## src/rtl/csr_pkg.sv

```systemverilog
// Shared definitions for the machine-mode CSR unit: addresses, op/state encodings, bit positions.
package csr_pkg;

  typedef enum logic [1:0] {
    CSR_OP_READ = 2'b00,
    CSR_OP_RW   = 2'b01,
    CSR_OP_RS   = 2'b10,
    CSR_OP_RC   = 2'b11
  } csr_op_e;

  typedef enum logic [1:0] {
    ST_IDLE  = 2'd0,
    ST_READ  = 2'd1,
    ST_WRITE = 2'd2
  } csr_state_e;

  localparam logic [11:0] CSR_MVENDORID  = 12'hF11;
  localparam logic [11:0] CSR_MHARTID    = 12'hF14;
  localparam logic [11:0] CSR_MSTATUS    = 12'h300;
  localparam logic [11:0] CSR_MISA       = 12'h301;
  localparam logic [11:0] CSR_MIE        = 12'h304;
  localparam logic [11:0] CSR_MTVEC      = 12'h305;
  localparam logic [11:0] CSR_MCOUNTEREN = 12'h306;
  localparam logic [11:0] CSR_MSCRATCH   = 12'h340;
  localparam logic [11:0] CSR_MEPC       = 12'h341;
  localparam logic [11:0] CSR_MCAUSE     = 12'h342;
  localparam logic [11:0] CSR_MTVAL      = 12'h343;
  localparam logic [11:0] CSR_MIP        = 12'h344;
  localparam logic [11:0] CSR_MTAGS      = 12'h7C0;
  localparam logic [11:0] CSR_MCYCLE     = 12'hB00;
  localparam logic [11:0] CSR_MINSTRET   = 12'hB02;
  localparam logic [11:0] CSR_MCYCLEH    = 12'hB80;
  localparam logic [11:0] CSR_MINSTRETH  = 12'hB82;

  localparam int MSTATUS_MIE   = 3;
  localparam int MTAGS_EN      = 0;
  localparam int MTAGS_IRQ_CLR = 1;
  localparam int MTAGS_IF_EN   = 2;

  // RS/RC with a zero operand is a pure read and must not count as a write.
  function automatic logic csr_writes(csr_op_e op, logic [31:0] d);
    return (op == CSR_OP_RW) || ((op == CSR_OP_RS || op == CSR_OP_RC) && d != '0);
  endfunction

  function automatic logic [31:0] csr_apply(csr_op_e op, logic [31:0] old, logic [31:0] d);
    case (op)
      CSR_OP_RW: return d;
      CSR_OP_RS: return old | d;
      CSR_OP_RC: return old & ~d;
      default:   return old;
    endcase
  endfunction

endpackage

```

## src/rtl/csr_if.sv

```systemverilog
// Request/response and side-band bundle between the execute stage and the CSR unit.
interface csr_if #(
  parameter int XLEN       = 32,
  parameter int ADDR_WIDTH = 12
);
  logic                  csr_en_i;
  logic [1:0]            csr_op_i;
  logic [ADDR_WIDTH-1:0] csr_addr_i;
  logic [XLEN-1:0]       csr_data_i;
  logic                  instret_i;
  logic [XLEN-1:0]       csr_data_o;
  logic                  csr_busy_o;
  logic                  csr_done_o;
  logic                  csr_illegal_o;
  logic                  csr_irq_en_o;
  logic                  csr_tags_en_o;
  logic                  csr_tags_if_en_o;
  logic                  csr_tags_irq_clear_o;

  modport master (
    output csr_en_i, csr_op_i, csr_addr_i, csr_data_i, instret_i,
    input  csr_data_o, csr_busy_o, csr_done_o, csr_illegal_o,
           csr_irq_en_o, csr_tags_en_o, csr_tags_if_en_o, csr_tags_irq_clear_o
  );

  modport slave (
    input  csr_en_i, csr_op_i, csr_addr_i, csr_data_i, instret_i,
    output csr_data_o, csr_busy_o, csr_done_o, csr_illegal_o,
           csr_irq_en_o, csr_tags_en_o, csr_tags_if_en_o, csr_tags_irq_clear_o
  );
endinterface

```

## src/rtl/csr_counter.sv

```systemverilog
// W-bit event counter with independently writable 32-bit low/high halves.
module csr_counter #(
  parameter int W = 64
) (
  input  logic        clk,
  input  logic        rst,
  input  logic        inc,
  input  logic        wr_lo,
  input  logic        wr_hi,
  input  logic [31:0] wdata,
  output logic [31:0] lo,
  output logic [31:0] hi
);
  localparam int HW = W - 32;

  logic [W-1:0] cnt;

  // A write owns the cycle: the written half takes the value verbatim, nothing carries.
  always_ff @(posedge clk or posedge rst) begin
    if (rst) begin
      cnt <= '0;
    end else if (wr_lo) begin
      cnt[31:0] <= wdata;
    end else if (wr_hi) begin
      cnt[W-1:32] <= HW'(wdata);
    end else if (inc) begin
      cnt <= cnt + W'(1);
    end
  end

  assign lo = cnt[31:0];
  assign hi = 32'(cnt[W-1:32]);

endmodule

```

## src/rtl/csr_file.sv

```systemverilog
// Machine-mode CSR unit: 3-cycle read-modify-write with legality decode and side-band outputs.
// Build option CSR_COUNTERS_EN adds the mcycle/minstret counters (B00/B02/B80/B82).
module csr_file
  import csr_pkg::*;
#(
  parameter int          XLEN       = 32,
  parameter int          ADDR_WIDTH = 12,
  parameter int          HART_ID    = 0,
  parameter int          VENDOR_ID  = 0,
  parameter logic [31:0] MISA_VAL   = 32'h40000100,
  parameter int          CNT_WIDTH  = 64
) (
  input logic  clk_i,
  input logic  rst_i,
  csr_if.slave bus
);
  csr_state_e            state_q, state_d;
  csr_op_e               op_q;
  logic [ADDR_WIDTH-1:0] addr_q;
  logic [XLEN-1:0]       wdata_q, data_q, rd_val, new_val;
  logic                  exists_q, ro_q, rd_exists, we, illegal, commit, irq_clr_q;
  logic [XLEN-1:0]       mstatus_q, mie_q, mtvec_q, mcounteren_q, mscratch_q;
  logic [XLEN-1:0]       mepc_q, mcause_q, mtval_q, mip_q, mtags_q;

  always_ff @(posedge clk_i or posedge rst_i) begin
    if (rst_i) state_q <= ST_IDLE;
    else       state_q <= state_d;
  end

  always_comb begin
    state_d = state_q;
    case (state_q)
      ST_IDLE:  if (bus.csr_en_i) state_d = ST_READ;
      ST_READ:  state_d = ST_WRITE;
      ST_WRITE: state_d = ST_IDLE;
      default:  state_d = ST_IDLE;
    endcase
  end

`ifdef CSR_COUNTERS_EN
  logic [31:0] mcycle_lo, mcycle_hi, minstret_lo, minstret_hi;

  csr_counter #(.W(CNT_WIDTH)) u_mcycle (
    .clk(clk_i), .rst(rst_i), .inc(1'b1),
    .wr_lo(commit && addr_q == CSR_MCYCLE), .wr_hi(commit && addr_q == CSR_MCYCLEH),
    .wdata(new_val), .lo(mcycle_lo), .hi(mcycle_hi)
  );

  csr_counter #(.W(CNT_WIDTH)) u_minstret (
    .clk(clk_i), .rst(rst_i), .inc(bus.instret_i),
    .wr_lo(commit && addr_q == CSR_MINSTRET), .wr_hi(commit && addr_q == CSR_MINSTRETH),
    .wdata(new_val), .lo(minstret_lo), .hi(minstret_hi)
  );
`else
  localparam int unused_cnt_width = CNT_WIDTH;
  logic unused_instret;
  assign unused_instret = bus.instret_i;
`endif

  always_comb begin
    rd_exists = 1'b1;
    rd_val    = '0;
    case (addr_q)
      CSR_MVENDORID:  rd_val = XLEN'(VENDOR_ID);
      CSR_MHARTID:    rd_val = XLEN'(HART_ID);
      CSR_MSTATUS:    rd_val = mstatus_q;
      CSR_MISA:       rd_val = MISA_VAL;
      CSR_MIE:        rd_val = mie_q;
      CSR_MTVEC:      rd_val = mtvec_q;
      CSR_MCOUNTEREN: rd_val = mcounteren_q;
      CSR_MSCRATCH:   rd_val = mscratch_q;
      CSR_MEPC:       rd_val = mepc_q;
      CSR_MCAUSE:     rd_val = mcause_q;
      CSR_MTVAL:      rd_val = mtval_q;
      CSR_MIP:        rd_val = mip_q;
      CSR_MTAGS:      rd_val = mtags_q;
`ifdef CSR_COUNTERS_EN
      CSR_MCYCLE:     rd_val = mcycle_lo;
      CSR_MINSTRET:   rd_val = minstret_lo;
      CSR_MCYCLEH:    rd_val = mcycle_hi;
      CSR_MINSTRETH:  rd_val = minstret_hi;
`endif
      default:        rd_exists = 1'b0;
    endcase
  end

  assign we      = csr_writes(op_q, wdata_q);
  assign illegal = !exists_q || (ro_q && we);
  assign commit  = (state_q == ST_WRITE) && we && !illegal;
  assign new_val = csr_apply(op_q, data_q, wdata_q);

  always_ff @(posedge clk_i or posedge rst_i) begin
    if (rst_i) begin
      op_q <= CSR_OP_READ;
      {addr_q, wdata_q, data_q, exists_q, ro_q, irq_clr_q} <= '0;
      {mstatus_q, mie_q, mtvec_q, mcounteren_q, mscratch_q} <= '0;
      {mepc_q, mcause_q, mtval_q, mip_q, mtags_q} <= '0;
    end else begin
      irq_clr_q <= 1'b0;
      if (state_q == ST_IDLE && bus.csr_en_i) begin
        addr_q  <= bus.csr_addr_i;
        op_q    <= csr_op_e'(bus.csr_op_i);
        wdata_q <= bus.csr_data_i;
      end
      if (state_q == ST_READ) begin
        data_q   <= rd_val;
        exists_q <= rd_exists;
        ro_q     <= (addr_q[ADDR_WIDTH-1 -: 2] == 2'b11);
      end
      // misa and the counters are absent here: misa ignores writes, counters own their state.
      if (commit) begin
        case (addr_q)
          CSR_MSTATUS:    mstatus_q    <= new_val;
          CSR_MIE:        mie_q        <= new_val;
          CSR_MTVEC:      mtvec_q      <= new_val;
          CSR_MCOUNTEREN: mcounteren_q <= new_val;
          CSR_MSCRATCH:   mscratch_q   <= new_val;
          CSR_MEPC:       mepc_q       <= new_val;
          CSR_MCAUSE:     mcause_q     <= new_val;
          CSR_MTVAL:      mtval_q      <= new_val;
          CSR_MIP:        mip_q        <= new_val;
          CSR_MTAGS: begin
            mtags_q   <= new_val;
            irq_clr_q <= new_val[MTAGS_IRQ_CLR];
          end
          default: ;
        endcase
      end
    end
  end

  assign bus.csr_data_o           = data_q;
  assign bus.csr_busy_o           = (state_q != ST_IDLE);
  assign bus.csr_done_o           = (state_q == ST_WRITE);
  assign bus.csr_illegal_o        = (state_q == ST_WRITE) && illegal;
  assign bus.csr_irq_en_o         = mstatus_q[MSTATUS_MIE];
  assign bus.csr_tags_en_o        = mtags_q[MTAGS_EN];
  assign bus.csr_tags_if_en_o     = mtags_q[MTAGS_IF_EN];
  assign bus.csr_tags_irq_clear_o = irq_clr_q;

endmodule

```

## src/flat_wrapper.sv

```systemverilog
// flat-port wrapper written by rule: the top's interface ports become plain ports
module csr_file_flat import csr_pkg::*;
#(
  parameter int          XLEN       = 32,
  parameter int          ADDR_WIDTH = 12,
  parameter int          HART_ID    = 0,
  parameter int          VENDOR_ID  = 0,
  parameter logic [31:0] MISA_VAL   = 32'h40000100,
  parameter int          CNT_WIDTH  = 64
)
  (clk_i, rst_i, bus_csr_en_i, bus_csr_op_i, bus_csr_addr_i, bus_csr_data_i, bus_instret_i, bus_csr_data_o, bus_csr_busy_o, bus_csr_done_o, bus_csr_illegal_o, bus_csr_irq_en_o, bus_csr_tags_en_o, bus_csr_tags_if_en_o, bus_csr_tags_irq_clear_o);
  csr_if #(.XLEN(XLEN), .ADDR_WIDTH(ADDR_WIDTH)) bus_i ();
  input logic clk_i;
  input logic rst_i;
  input wire logic [$bits(bus_i.csr_en_i)-1:0] bus_csr_en_i;
  input wire logic [$bits(bus_i.csr_op_i)-1:0] bus_csr_op_i;
  input wire logic [$bits(bus_i.csr_addr_i)-1:0] bus_csr_addr_i;
  input wire logic [$bits(bus_i.csr_data_i)-1:0] bus_csr_data_i;
  input wire logic [$bits(bus_i.instret_i)-1:0] bus_instret_i;
  output wire logic [$bits(bus_i.csr_data_o)-1:0] bus_csr_data_o;
  output wire logic [$bits(bus_i.csr_busy_o)-1:0] bus_csr_busy_o;
  output wire logic [$bits(bus_i.csr_done_o)-1:0] bus_csr_done_o;
  output wire logic [$bits(bus_i.csr_illegal_o)-1:0] bus_csr_illegal_o;
  output wire logic [$bits(bus_i.csr_irq_en_o)-1:0] bus_csr_irq_en_o;
  output wire logic [$bits(bus_i.csr_tags_en_o)-1:0] bus_csr_tags_en_o;
  output wire logic [$bits(bus_i.csr_tags_if_en_o)-1:0] bus_csr_tags_if_en_o;
  output wire logic [$bits(bus_i.csr_tags_irq_clear_o)-1:0] bus_csr_tags_irq_clear_o;
  assign bus_i.csr_en_i = bus_csr_en_i;
  assign bus_i.csr_op_i = bus_csr_op_i;
  assign bus_i.csr_addr_i = bus_csr_addr_i;
  assign bus_i.csr_data_i = bus_csr_data_i;
  assign bus_i.instret_i = bus_instret_i;
  assign bus_csr_data_o = bus_i.csr_data_o;
  assign bus_csr_busy_o = bus_i.csr_busy_o;
  assign bus_csr_done_o = bus_i.csr_done_o;
  assign bus_csr_illegal_o = bus_i.csr_illegal_o;
  assign bus_csr_irq_en_o = bus_i.csr_irq_en_o;
  assign bus_csr_tags_en_o = bus_i.csr_tags_en_o;
  assign bus_csr_tags_if_en_o = bus_i.csr_tags_if_en_o;
  assign bus_csr_tags_irq_clear_o = bus_i.csr_tags_irq_clear_o;
  csr_file #(.XLEN(XLEN), .ADDR_WIDTH(ADDR_WIDTH), .HART_ID(HART_ID), .VENDOR_ID(VENDOR_ID), .MISA_VAL(MISA_VAL), .CNT_WIDTH(CNT_WIDTH)) u_core (.clk_i(clk_i), .rst_i(rst_i), .bus(bus_i));
endmodule
```

## config.mk

```make
export PLATFORM = sky130hd
export DESIGN_NAME = csr_file_flat
export DESIGN_NICKNAME = d
export VERILOG_FILES = /design/src/rtl/csr_pkg.sv /design/src/rtl/csr_if.sv /design/src/rtl/csr_counter.sv /design/src/rtl/csr_file.sv /design/src/flat_wrapper.sv
export SDC_FILE = /design/constraint.sdc
export NUM_CORES = 1
export LEC_CHECK = 0
export CORE_ASPECT_RATIO = 0.7
export CORE_MARGIN = 4
export CORE_UTILIZATION = 45
export DETAILED_ROUTE_END_ITERATION = 8
export GPL_TIMING_DRIVEN = 0
export PLACE_DENSITY = 0.63
export SYNTH_ARGS = -nofsm -noshare
export SYNTH_HDL_FRONTEND = slang
export SYNTH_SLANG_ARGS = --single-unit
```

## constraint.sdc

```tcl
create_clock -name clk_i -period 24.3 [get_ports clk_i]
set_input_delay 4.86 -clock clk_i [delete_from_list [all_inputs] [get_ports clk_i]]
set_output_delay 4.86 -clock clk_i [all_outputs]
set_load 0.05 [all_outputs]
```

==> flow_summary.toml, run 1 <==
[status]
outcome = "finished, final reports clean"

[layout]
area_growth_syn_to_layout_pct = 16.1
diodes = 0
fillers = 3645
design_area_sq_mm = 0.0220
num-nets-final = 1890
multiInputGateArea_sq_mm = 0.00816
regArea_sq_mm = 0.0101
layout.cells.non_filler = 2413
layout-drive-gt1-share_pct = 18.7
final_core_util_pct = 53.2

[setup_path]
cp-start-kind = "flop"
cp.required_ns = 19.44
cp.arrival_ns = 4.01
crit_type = "flop to primary output"
end_kind = "primary output"
critPathMaxFanout = 7

[synth]
ys_async_sr_fraction_pct = 100
synth.distinct_cells = 68
netlist_area_sq_mm = 0.0189
avgSynthCellArea_sq_um = 11.1
yosys_warnings = 0
synth_edf_count = 0
ys.flop_type = "dfrtp_1"
synth_cells = 1706
syn_nets = 1756
synth.ff_latch_count = 403
yosysSeqAreaShare_pct = 53.3

[cts]
cts_hold_buf = 0
cts.sinks = 403
numCtsBuffers = 41
insertion_delay_ns = 0.56
cts_setup_buffers = 0
clk_pin_slew_ns = 0.06
htreeDepth = 2
clockBufferDepth = 3
cts_resized = 0
clock-root-buffer = "clkbuf_16"
cts_tree = "built"

[placed_design]
port_buffers = 87
gp_congestion = 0.988
dp_hpwl_um = 49500
place_inst = 2341
dpl_cell_area_sq_mm = 0.0206

[timing]
period_share_pct = 36.5
clock_skew_ns = 0.0245
setup-tns-final_ns = 0
drv_slew = 0
setup_viol = 0
fmaxAchievable_ghz = 0.113
max_slew.worst_pin.slew_ns = 1.39
finalCriticalPeriod_ns = 8.87
rsz0062_at_grt = "no"
hold_viol = 0
worst_slew_margin_rel_pct = 7.44

[route]
wl_um = 72200
drc = 0
wl_per_cell_um = 29.9
firstDrtPassIters = 6
vias = 15537
ant_nets = 0
drt_iter0_markers = 2254
drt-vias-per-instance = 6.44

[floorplan]
rows = 62
core_sq_mm = 0.0413
dieArea_sq_mm = 0.0454
die_h_um = 180
die_w_um = 253
initial_core_util_pct = 45.8
io_pins = 89

[power]
ir_worst_vdd_uv = 48.8
p_leak_nw = 9.30
powerDensity_mw_per_mm2 = 81.1

[worst_hold_path]
min_path_type = "flop to flop"

[grt]
grt_pass1_wl_um = 104000
grt_usage_pct = 31.1
grt_pass1_vias = 15093
grt_start_max_net_pins = 124
gr-total-overflow = 0
antenna_found_initial = 1

[flow_run]
cap_violations = 0
## synthesized netlist by cell type (4+ instances only)
| cell type | instances | area (sq um) |
|---|---|---|
| nand2b_1 | 21 | 131 |
| o311ai_2 | 6 | 97.6 |
| mux2i_1 | 51 | 510 |
| a222oi_1 | 5 | 50.1 |
| nand2_1 | 219 | 822 |
| nor4_1 | 15 | 93.8 |
| and2_1 | 5 | 31.3 |
| o22ai_1 | 28 | 175 |
| o21ai_0 | 215 | 1080 |
| a21o_1 | 29 | 218 |
| a22oi_1 | 50 | 375 |
| nor3_1 | 12 | 60.1 |
| a221oi_1 | 21 | 184 |
| a32o_1 | 4 | 40.0 |
| mux2_4 | 17 | 255 |
| nor2_1 | 22 | 82.6 |
| mux2_2 | 185 | 2080 |
| buf_2 | 34 | 170 |
| nand4_1 | 4 | 25.0 |
| or2_2 | 4 | 25.0 |
| inv_1 | 20 | 75.1 |
| a21oi_1 | 78 | 390 |
| clkbuf_1 | 64 | 240 |
| xnor2_1 | 29 | 254 |
| a2111oi_0 | 4 | 35.0 |
| nor4b_1 | 6 | 52.6 |
| a211oi_1 | 7 | 52.6 |
| o2bb2ai_1 | 16 | 140 |
| and3_1 | 4 | 25.0 |
| nor2b_1 | 10 | 62.6 |
| buf_6 | 13 | 146 |
| dfrtp_1 | 403 | 10100 |
| o32ai_1 | 4 | 35.0 |
| a22o_1 | 4 | 35.0 |
| nand3_1 | 12 | 60.1 |
| buf_1 | 11 | 41.3 |
| a31oi_1 | 12 | 75.1 |
| a21boi_0 | 10 | 75.1 |
## stage by stage
| stage | setup slack, ns | total power [mW] | hold WS (ns) |
|---|---|---|---|
| floorplan | 8.23 | 0.944 | 0.443 |
| global placement | 3.49 | 1.10 | 0.456 |
| detailed placement | 16.12 | 1.11 | 0.466 |
| CTS | 15.54 | 1.76 | 0.480 |
| global route | 15.40 | 1.82 | 0.495 |
| finish | 15.43 | 1.78 | 0.478 |
## per-layer routing
metal	part of all wire (%)	global-route usage (%)	vias to the layer above
li1	-	-	6478
met1	42	45.1	7870
met2	41	43.1	1018
met3	14	11.7	169
met4	3.7	10.4	2
met5	0.018	0	-
## cells by family after synthesis
| logic type | Yosys count | share of synthesized area (%) |
|---|---|---|
| flops | 403 | 53.3 |
| buf+inv | 143 | 3.60 |
| xor+xnor | 29 | 1.34 |
| simple gates | 366 | 9.59 |
| compound gates | 512 | 17.1 |
| mux | 253 | 15.1 |
## placed cells by master, fill, tap and decap left out, drive strengths merged, types with 5 or more instances in the layout
master	synthesis	layout
a211oi	7	7
a21boi	10	10
a21o	29	29
a21oi	78	78
a221oi	21	21
a222oi	5	5
a22oi	50	50
a31oi	12	12
and2	5	5
buf	59	63
clkbuf	64	125
clkdlybuf4s50	0	87
clkinv	0	7
dfrtp	403	403
inv	20	22
mux2	202	202
mux2i	51	51
nand2	220	220
nand2b	21	21
nand3	12	12
nand4	5	5
nor2	25	25
nor2b	10	10
nor3	15	15
nor4	19	19
nor4b	6	6
o21ai	215	215
o22ai	28	28
o2bb2ai	16	16
o311ai	6	6
o32ai	5	5
xnor2	29	29
## critical path, cell delays in order (launching register included)
cell and delay (ns):
dfrtp_1 0.45, nor4_1 0.78, nand4_2 0.49, nor3_4 0.63
o31ai_1 0.19, and2_1 0.21, clkdlybuf4s50_1 0.69
## power breakdown
part	switching, mW	internal (mW)
combinational	0.273	0.107
sequential	0.0499	0.691
clock	0.277	0.381
total	0.600	1.18
## path summary, 6_finish.rpt
check / start / endpoint / slack, ns / cells past startpoint
setup / recovery: u_core.wdata_q[27] / bus_csr_illegal_o / 15.43 / 6
hold / removal: u_core.mscratch_q[26] / u_core.mscratch_q[26] / 0.48 / 2
setup reg to reg: u_core.wdata_q[27] / u_core.mscratch_q[9] / 20.15 / 6
min in group asynchronous: rst_i / u_core.mscratch_q[23] / 4.75 / 2
max in group asynchronous: rst_i / u_core.mtval_q[3] / 18.06 / 4
hold reg to reg: u_core.mscratch_q[26] / u_core.mscratch_q[26] / 0.48 / 2
## area by class of cell
type	count	share of cell area [%]
timing repair buffer	91	4.39
multi-input combinational	1160	37.2
clock inverter	11	0.513
buffer	123	2.76
tap	544	3.10
sequential	403	45.9
clock buffer	61	5.76
inverter	20	0.376
## state kept, by name, indices dropped and copies added (netlist names), 12 cells and up
| signal | cells |
|---|---|
| u_core.mie_q | 32 |
| u_core.mtags_q | 32 |
| u_core.addr_q | 12 |
| u_core.mtvec_q | 32 |
| u_core.mcounteren_q | 32 |
| u_core.mstatus_q | 32 |
| u_core.mcause_q | 32 |
| u_core.mtval_q | 32 |
| u_core.mepc_q | 32 |
| u_core.wdata_q | 32 |
| u_core.mip_q | 32 |
| u_core.mscratch_q | 32 |
| u_core.bus.csr_data_o | 32 |
Power figures use the tool's default switching activity.
==> inputs of run 2 (changes only) <==
==> constraint.sdc (replaced) <==
create_clock -name clk_i -period 8.71 [get_ports clk_i]
set_input_delay 1.742 -clock clk_i [delete_from_list [all_inputs] [get_ports clk_i]]
set_output_delay 1.742 -clock clk_i [all_outputs]
set_load 0.05 [all_outputs]
==> run 2 against run 1 <==
Against the previous run: setup slack lost 12 ns; core utilization up 0.22 points; combinational power grew to 2.8 times the previous value; routed wire length decreased by 0.77%; critical path type unchanged.
==> flow_summary.toml, run 2 (same netlist as run 1, synthesis figures left out) <==
[status]
outcome = "finished, final reports clean"

[cts]
cts_setup_buffers = 0
cts_tree = "built"
clockBufferDepth = 3
numCtsBuffers = 41
clk_pin_slew_ns = 0.06
cts_resized = 0
clock-root-buffer = "clkbuf_16"
cts.sinks = 403
insertion_delay_ns = 0.56
htreeDepth = 2
cts_hold_buf = 0

[route]
vias = 15438
wl_um = 71700
drt-vias-per-instance = 6.37
firstDrtPassIters = 6
drc = 0
drt_iter0_markers = 2066
ant_nets = 0
wl_per_cell_um = 29.6

[layout]
area_growth_syn_to_layout_pct = 16.6
num-nets-final = 1897
final_core_util_pct = 53.4
final_common_cell = "dfrtp_1"
layout-drive-gt1-share_pct = 19.1
design_area_sq_mm = 0.0220
mostFrequentLayoutCells = "dfrtp_1, nand2_1, o21ai_0"
layout.cells.non_filler = 2422

[flow_run]
cap_violations = 0

[timing]
max_slew.worst_pin.slew_ns = 1.40
rsz0062_at_grt = "no"
layout_setup_ws_ns = 3.15
worst_slew_margin_rel_pct = 6.80
hold_viol = 0
setup_viol = 0
period_share_pct = 63.8
setup-tns-final_ns = 0
clock_skew_ns = 0.0198
drv_slew = 0
fmaxAchievable_ghz = 0.180
finalCriticalPeriod_ns = 5.56
hold_slack_ns = 0.479

[floorplan]
core_sq_mm = 0.0413
dieArea_sq_mm = 0.0454
io_pins = 89
die_h_um = 180
die_w_um = 253
initial_core_util_pct = 45.8
rows = 62

[worst_hold_path]
min_path_type = "flop to flop"

[grt]
grt_pass1_wl_um = 105000
gr-total-overflow = 0
grt_pass1_vias = 15257
antenna_found_initial = 0
grt_start_max_net_pins = 45
grt_usage_pct = 31.2

[power]
total_power_mw = 4.93
powerDensity_mw_per_mm2 = 224
p_leak_nw = 9.35
ir_worst_vdd_uv = 146

[setup_path]
end_kind = "primary output"
cp.required_ns = 6.97
critPathMaxFanout = 7
cp-start-kind = "flop"
crit_type = "flop to primary output"
cp.arrival_ns = 3.81

[placed_design]
dpl_cell_area_sq_mm = 0.0207
place_inst = 2348
pre_cts_slack_ns = 3.76
dp_hpwl_um = 50100
port_buffers = 87
gp_congestion = 0.966
## run 2: worst paths after layout
| check | from | endpoint | slack [ns] | cells after the start |
|---|---|---|---|---|
| setup / recovery | u_core.wdata_q[27] | bus_csr_illegal_o | 3.15 | 6 |
| hold / removal | u_core.mscratch_q[25] | u_core.mscratch_q[25] | 0.48 | 2 |
| hold reg to reg | u_core.mscratch_q[25] | u_core.mscratch_q[25] | 0.48 | 2 |
| setup reg to reg | u_core.addr_q[2] | u_core.mip_q[5] | 4.76 | 6 |
| min in group asynchronous | rst_i | u_core.mcause_q[26] | 1.64 | 2 |
| max in group asynchronous | rst_i | u_core.mtags_q[5] | 5.56 | 6 |
## run 2: worst max-delay path: stages (launching register included)
cell and delay [ns]:
dfrtp_1 0.45, nor4_1 0.66, nand4_2 0.44, nor3_4 0.61, o31ai_1 0.19, and2_1 0.20
clkdlybuf4s50_1 0.69
## run 2: layer usage
| layer | GRT usage [%] | part of all wire, % | vias up |
|---|---|---|---|
| li1 | - | - | 6507 |
| met1 | 45.0 | 42 | 7738 |
| met2 | 43.4 | 41 | 1025 |
| met3 | 12.1 | 14 | 168 |
| met4 | 9.70 | 3.5 | 0 |
| met5 | 0 | 0 | - |
## run 2: layout make-up
type,instances,area [sq um]
fillers,3642,19200
flip-flops and latches,403,10100
multi-input cells,1160,8160
clock buffers,59,1250
repair buffers,98,1080
well taps,544,681
plain buffers,123,606
clock inverters,14,106
inverters,20,78.8
diodes,1,2.50
## run 2: where the power goes
part	leakage (nW)	switching [mW]	internal (mW)
clock	0.681	0.772	1.03
sequential	5.52	0.140	1.93
combinational	3.14	0.759	0.303
total	9.35	1.67	3.26
